==> src/rtl/imem_boot_loader.sv <==
// Boot/reload sequencer: streams a host program into instruction RAM while holding
// the core in reset, then releases it after a settle delay.
module imem_boot_loader #(
    parameter int unsigned ADDR_W    = 5,
    parameter int unsigned DATA_W    = 32,
    parameter int unsigned RUN_DELAY = 2
) (
    input  logic              clk,
    input  logic              rst,
    input  logic              start,
    input  logic              host_valid,
    input  logic [DATA_W-1:0] host_data,
    input  logic              host_last,
    output logic              host_ready,
    output logic              imem_we,
    output logic [ADDR_W-1:0] imem_addr,
    output logic [DATA_W-1:0] imem_wdata,
    output logic              core_rst,
    output logic              busy,
    output logic              trunc_err,
    output logic [ADDR_W:0]   word_count
);

    localparam int unsigned DLY_W = (RUN_DELAY > 1) ? $clog2(RUN_DELAY) : 1;
    localparam logic [DLY_W-1:0] DLY_LAST = DLY_W'(RUN_DELAY - 1);

    typedef enum logic [1:0] {
        IDLE,
        LOAD,
        FLUSH,
        RUN
    } state_t;

    state_t            state;
    state_t            state_next;
    logic [ADDR_W-1:0] ptr;
    logic [DLY_W-1:0]  dly_cnt;
    logic              accept;
    logic              at_end;
    logic              exit_load;
    logic              start_ok;

    always_comb begin
        // host_ready is the registered image of "state is LOAD"
        accept     = host_ready & host_valid;
        at_end     = (ptr == '1);
        exit_load  = accept & (host_last | at_end);
        start_ok   = start & ((state == IDLE) | (state == RUN));
        state_next = state;
        unique case (state)
            IDLE:    if (start_ok) state_next = LOAD;
            LOAD:    if (exit_load) state_next = FLUSH;
            FLUSH:   if (dly_cnt == DLY_LAST) state_next = RUN;
            RUN:     if (start_ok) state_next = LOAD;
            default: state_next = IDLE;
        endcase
    end

    always_ff @(posedge clk or negedge rst) begin
        if (!rst) begin
            state      <= IDLE;
            host_ready <= 1'b0;
            busy       <= 1'b0;
            core_rst   <= 1'b1;
        end else begin
            state      <= state_next;
            host_ready <= (state_next == LOAD);
            busy       <= (state_next == LOAD) | (state_next == FLUSH);
            core_rst   <= (state_next != RUN);
        end
    end

    always_ff @(posedge clk or negedge rst) begin
        if (!rst) begin
            imem_we    <= 1'b0;
            imem_addr  <= '0;
            imem_wdata <= '0;
            ptr        <= '0;
            word_count <= '0;
            trunc_err  <= 1'b0;
            dly_cnt    <= '0;
        end else begin
            imem_we <= accept;
            if (accept) begin
                imem_addr  <= ptr;
                imem_wdata <= host_data;
            end

            if (start_ok) begin
                ptr        <= '0;
                word_count <= '0;
                trunc_err  <= 1'b0;
            end else if (accept) begin
                // ptr parks at the last address; the full-depth exit ends the load there
                if (!at_end) ptr <= ptr + ADDR_W'(1);
                word_count <= word_count + (ADDR_W + 1)'(1);
                if (at_end && !host_last) trunc_err <= 1'b1;
            end

            // first FLUSH cycle coincides with the final RAM write
            if (state == FLUSH) dly_cnt <= dly_cnt + DLY_W'(1);
            else                dly_cnt <= '0;
        end
    end

endmodule

==> config.mk <==
export PLATFORM = sky130hd
export DESIGN_NAME = imem_boot_loader
export DESIGN_NICKNAME = d
export VERILOG_FILES = /design/src/rtl/imem_boot_loader.sv
export SDC_FILE = /design/constraint.sdc
export NUM_CORES = 1
export LEC_CHECK = 0
export CORE_MARGIN = 3
export CORE_UTILIZATION = 41
export CTS_BUF_LIST = sky130_fd_sc_hd__clkbuf_4
export CTS_CLUSTER_DIAMETER = 80
export DETAILED_ROUTE_END_ITERATION = 6
export PLACE_DENSITY = 0.77
export SETUP_SLACK_MARGIN = 0.5
export SYNTH_ARGS = -nofsm -noshare
export SYNTH_HDL_FRONTEND = slang
export SYNTH_SLANG_ARGS = --single-unit
==> constraint.sdc <==
create_clock -name clk -period 2 [get_ports clk]
set_clock_uncertainty 0.15 [all_clocks]
set_input_delay 0.2 -clock clk [delete_from_list [all_inputs] [get_ports clk]]
set_output_delay 0.2 -clock clk [all_outputs]
set_load 0.02 [all_outputs]
Word level (Yosys, flattened, before mapping) --
Cells that the tools add are included.
Operators by class: $add $sub $neg 3, eq/ne operators 8, muxes and demuxes 13, bitwise operators 6, reductions and logical operators 8
Operators with widths (number):
- $mux 5 | 3
- $mux 6 | 2
- $add 6x1->6 const B | 1
- $eq 2x2->1 const B | 3
- $mux 2 | 3
- $pmux 2 s3 | 1
- $add 5x1->5 const B | 1
- $eq 5x5->1 const B | 1
- $eq 2x1->1 const B | 2
- $mux 1 | 4
- $reduce_and 2->1 | 2
- $reduce_bool 2->1 | 2
- $and 1x1->1 | 3
- $or 1x1->1 | 3
- $logic_not 2->1 | 1
- $ne 2x1->1 const B | 1
- $ne 2x2->1 const B | 1
- $reduce_or 2->1 | 1
- $add 1x1->1 const B | 1
- $logic_and 1x1->1 | 1
- $logic_not 1->1 | 1
Word-level totals: register bits after elaboration 56, output and inout bits 48

Logic depth before layout (Yosys ltp) --
Gate-level depths: netlist of run 1.
depth in word-level cells 7, depth in mapped cells 7, depth with buffers taken out 7

Worst setup path after synthesis of run 1 --
OpenSTA, ideal clock, no wires.
path kind flip-flop to flip-flop, from register ptr[0], to register busy, library setup time 0.126 ns, arrival 1.782 ns, required time 1.724 ns, path slack -0.058 ns, stages on the path, launching flop included 7, path buffers 0, cells stage by stage dfrtp_1 -> ha_1 -> and3_1 -> ha_1 -> o211a_1 -> a211o_1 -> ha_1
On the way: cells in the longest elaborated chain, start to end 7
RTL lines:
- start: declaration | line 36 | logic [ADDR_W-1:0] ptr;
- start signal: assignment | line 95 | if (!at_end) ptr <= ptr + ADDR_W'(1);
- $eq 5x5->1 * | line 46 | at_end = (ptr == '1);
- $or 1x1->1 * | line 47 | exit_load = accept & (host_last | at_end);
- $and 1x1->1 * | line 47
- $mux 2 * | line 52 | LOAD: if (exit_load) state_next = FLUSH;
- $pmux 2 s3 * | line 50 | unique case (state)
- $eq 2x1->1 or $eq 2x2->1 (tied branches) | line 68 | busy <= (state_next == LOAD) | (state_next == FLUSH);
- $or 1x1->1 * | line 68
- end signal: assignment | line 68
- end: declaration | line 19 | output logic busy,
Mark *: on every way between the ends. The rest lies on a longest branch, timed or not. A chain may end at the register's enable or synchronous reset.

Worst setup path in the final report of run 1 --
from register ptr[1], to register busy
Same word-level chain as after synthesis.

==> impl_metrics.py, run 1 <==
metrics = {
    "status": {
        "status": "complete, no violations",
    },
    "layout": {
        "stdcell_area_sq_mm": 0.003451,
        "layout-drive-gt1-share_pct": 32.45,
        "areaGrowthSynthToFinish_pct": 47.72,
        "antenna-diode-count": 0,
        "area.sequential_sq_mm": 0.001408,
        "post_layout_nonfiller_instances": 335,
        "fin_nets": 307,
        "final_util_pct": 65.08,
        "multi_input_combinational_cell_area_sq_um": 905.9,
        "fill_cells": 424,
    },
    "pwr": {
        "cellPowerDensity_mw_per_mm2": 1345,
        "ir_drop_v": 0.0006795,
        "total_power_mw": 4.643,
        "p_leak_nw": 1.597,
    },
    "placed_design": {
        "gpl.final_weighted_congestion": 0.8521,
        "place_inst": 319,
        "dpl_cell_area_sq_mm": 0.003313,
        "dpl.hpwl_um": 3476,
        "pre_cts_slack_ns": 0.009334,
        "count_of_input_and_output_buffers": 84,
    },
    "critical_path": {
        "r2r_slack_ns": 0.05,
        "r2r_cells": 6,
        "type_of_element_launching_the_critical_path": "flop",
        "cp.arrival_ns": 2.11,
        "regToRegStartpoint": "ptr[1]",
        "worst_setup_path_end_kind": "flop",
        "required_time_of_the_critical_path_ns": 2.17,
        "crit_path_max_fanout": 4,
        "end_of_the_worst_register_to_register_path": "busy",
        "path_class": "flop to flop",
    },
    "synthesis": {
        "synth_async_sr_flop_share_pct": 100.0,
        "synthCells": 164,
        "synth_top_area_cell": "dfrtp_1",
        "post_synthesis_sequential_element_count": 56,
        "post_synth_most_frequent_cells": "dfrtp_1, mux2_2, o21ai_0",
        "mappedNetlistArea_sq_mm": 0.002336,
        "seq_area_frac_synth_pct": 60.04,
        "synth_nets": 207,
        "syn_avg_cell_area_sq_um": 14.24,
        "yosysTopAreaCellShare_pct": 58.92,
        "synth.yosys.warnings": 0,
        "post_synth_main_area_contributors": "dfrtp_1, mux2_2, ha_1",
        "synth_enable_flop_cells": 0,
        "ys_dominant_reg_cell": "dfrtp_1",
        "synth_cell_type_count": 30,
        "most_used_standard_cell_by_instance_count_after_synthesis": "dfrtp_1",
    },
    "detailed_routing": {
        "route.detailed.drc": 0,
        "route.detailed.vias_per_inst": 4.899,
        "drtAntennaViolNets": 0,
        "detail_route.wl_per_cell_um": 13.85,
        "drt_pass1_iterations": 4,
        "wirelength_um": 4640,
        "dr_total_vias": 1641,
        "detailedRoute.firstIterationViolations": 42,
    },
    "cts": {
        "cts_buffer_depth": 2,
        "ctsRootBufferMaster": "clkbuf_4",
        "h-tree-depth": 2,
        "tritoncts": "built",
        "clk_pin_slew_worst_paths_ns": 0.15,
        "cts-buffers-inserted": 5,
        "clock_sink_count": 56,
        "clkLatencyLatePin_ns": 0.36,
    },
    "sta": {
        "slew_headroom_pct": 60.77,
        "rsz0062_at_grt": "yes",
        "setup-violations-final": 0,
        "slew_viols_final": 0,
        "hold_viol": 0,
        "post-route-worst-setup-slack_ns": 0.05411,
        "finalCritPeriodShare_pct": 97.29,
        "worst_slew_pin_slew_ns": 0.5885,
        "min_period_ns": 1.946,
        "timing.hold.ws_ns": 0.1968,
        "fin_setup_tns_ns": 0,
        "fmax_ghz": 0.5139,
    },
    "global_route": {
        "global_route_wire_length_before_repair_um": 7583,
        "grt_antenna_before_repair": 0,
        "first_global_vias": 1686,
        "grt_remaining_overflow": 0,
        "grt_max_degree": 33,
        "globalRouteTotalUtil_pct": 14.85,
    },
    "die": {
        "io_pins": 85,
        "core.rowCount": 26,
        "design.core.area_sq_mm": 0.005303,
        "die_width_um": 81.48,
        "die_height_um": 81.48,
        "start_util_pct": 44.05,
        "die_area_sq_mm": 0.006639,
    },
    "worst_hold_path": {
        "worst_hold_path_type": "primary input to asynchronous set/reset pin",
    },
    "run": {
        "drv_cap": 0,
    },
}
layout by cell type, fill, tap and decap left out, types with 5 or more instances in the layout:
master           count
clkdlybuf4s15_1     18
a21oi_1              5
mux2_2              38
dfrtp_1             51
clkdlybuf4s50_1     35
o21ai_0              6
dlygate4sd2_1       23
nor2_1               7
buf_4                9
clkbuf_4             5
worst max-delay path: stages (launching register included):
cell and delay, ns:
dfrtp_1 0.42, ha_2 0.19, and3_4 0.18, ha_4 0.15, o211a_4 0.24, a211o_1 0.30, ha_4 0.27
cell families after synthesis:
group                      synth area share, %
DFF                                      60.04
muxes                                    19.18
xor gates and xnor gates                 1.500
adders and majority gates                3.214
AOI/OAI and AO/OA                        4.928
buffers and inverters                    3.642
and+or+nand+nor                          7.499
power by group:
group          leakage [nW]  internal, mW  total, mW  switching [mW]
Sequential            0.693          1.58       1.81           0.235
Clock                0.0412         0.261      0.605           0.343
Combinational         0.863          1.09       2.22            1.13
routing by layer:
| metal | global-route usage, % | share of wire, % |
|---|---|---|
| met1 | 18.18 | 41 |
| met2 | 24.67 | 50 |
| met3 | 4.605 | 7.4 |
| met5 | 0 | 0 |
| met4 | 5.405 | 1.5 |
worst max-delay path by stage:
stage,startpoint,endpoint,slack [ns]
CTS,ptr[0],busy,0.02
global placement,ptr[1],busy,0.04
floorplan,ptr[1],busy,0.04
global route,ptr[1],busy,0.009
detailed placement,ptr[0],busy,0.009
finish,ptr[1],busy,0.05
registers in the layout, indices dropped and copies added, names as in the netlist:
register	cells
state	2
dly_cnt	1
host_ready	1
word_count	6
imem_we	1
imem_wdata	32
imem_addr	5
trunc_err	1
busy	1
ptr	5
core_rst	1
timing repair:
| item | CTS | global route |
|---|---|---|
| setup buffers | 6 | 1 |
| setup endpoints to repair | 80 | 39 |
| gates cloned | 0 | 0 |
| endpoints found under the hold margin | 24 | 0 |
| resized for setup | 67 | 30 |
| hold buffers | 1 | 0 |
| pin swaps | 7 | 4 |
cell type report:
cell class	count	share of cell area (%)
tap	70	2.538
clock inverter	3	1.233
sequential	56	40.79
multi-input combinational	96	26.25
inverter	6	0.7252
timing repair buffer	99	27.37
clock buffer	5	1.088
Power figures use the tool's default switching activity.
==> run 2: changes to the inputs <==
--- a/config.mk
+++ b/config.mk
@@ -5,6 +5,7 @@
 export SDC_FILE = /design/constraint.sdc
 export NUM_CORES = 1
 export LEC_CHECK = 0
+export CAP_MARGIN = 20
 export CORE_MARGIN = 3
 export CORE_UTILIZATION = 41
 export CTS_BUF_LIST = sky130_fd_sc_hd__clkbuf_4
==> results of run 2 <==
Final layout, timing and power as in run 1 (identical DEF).
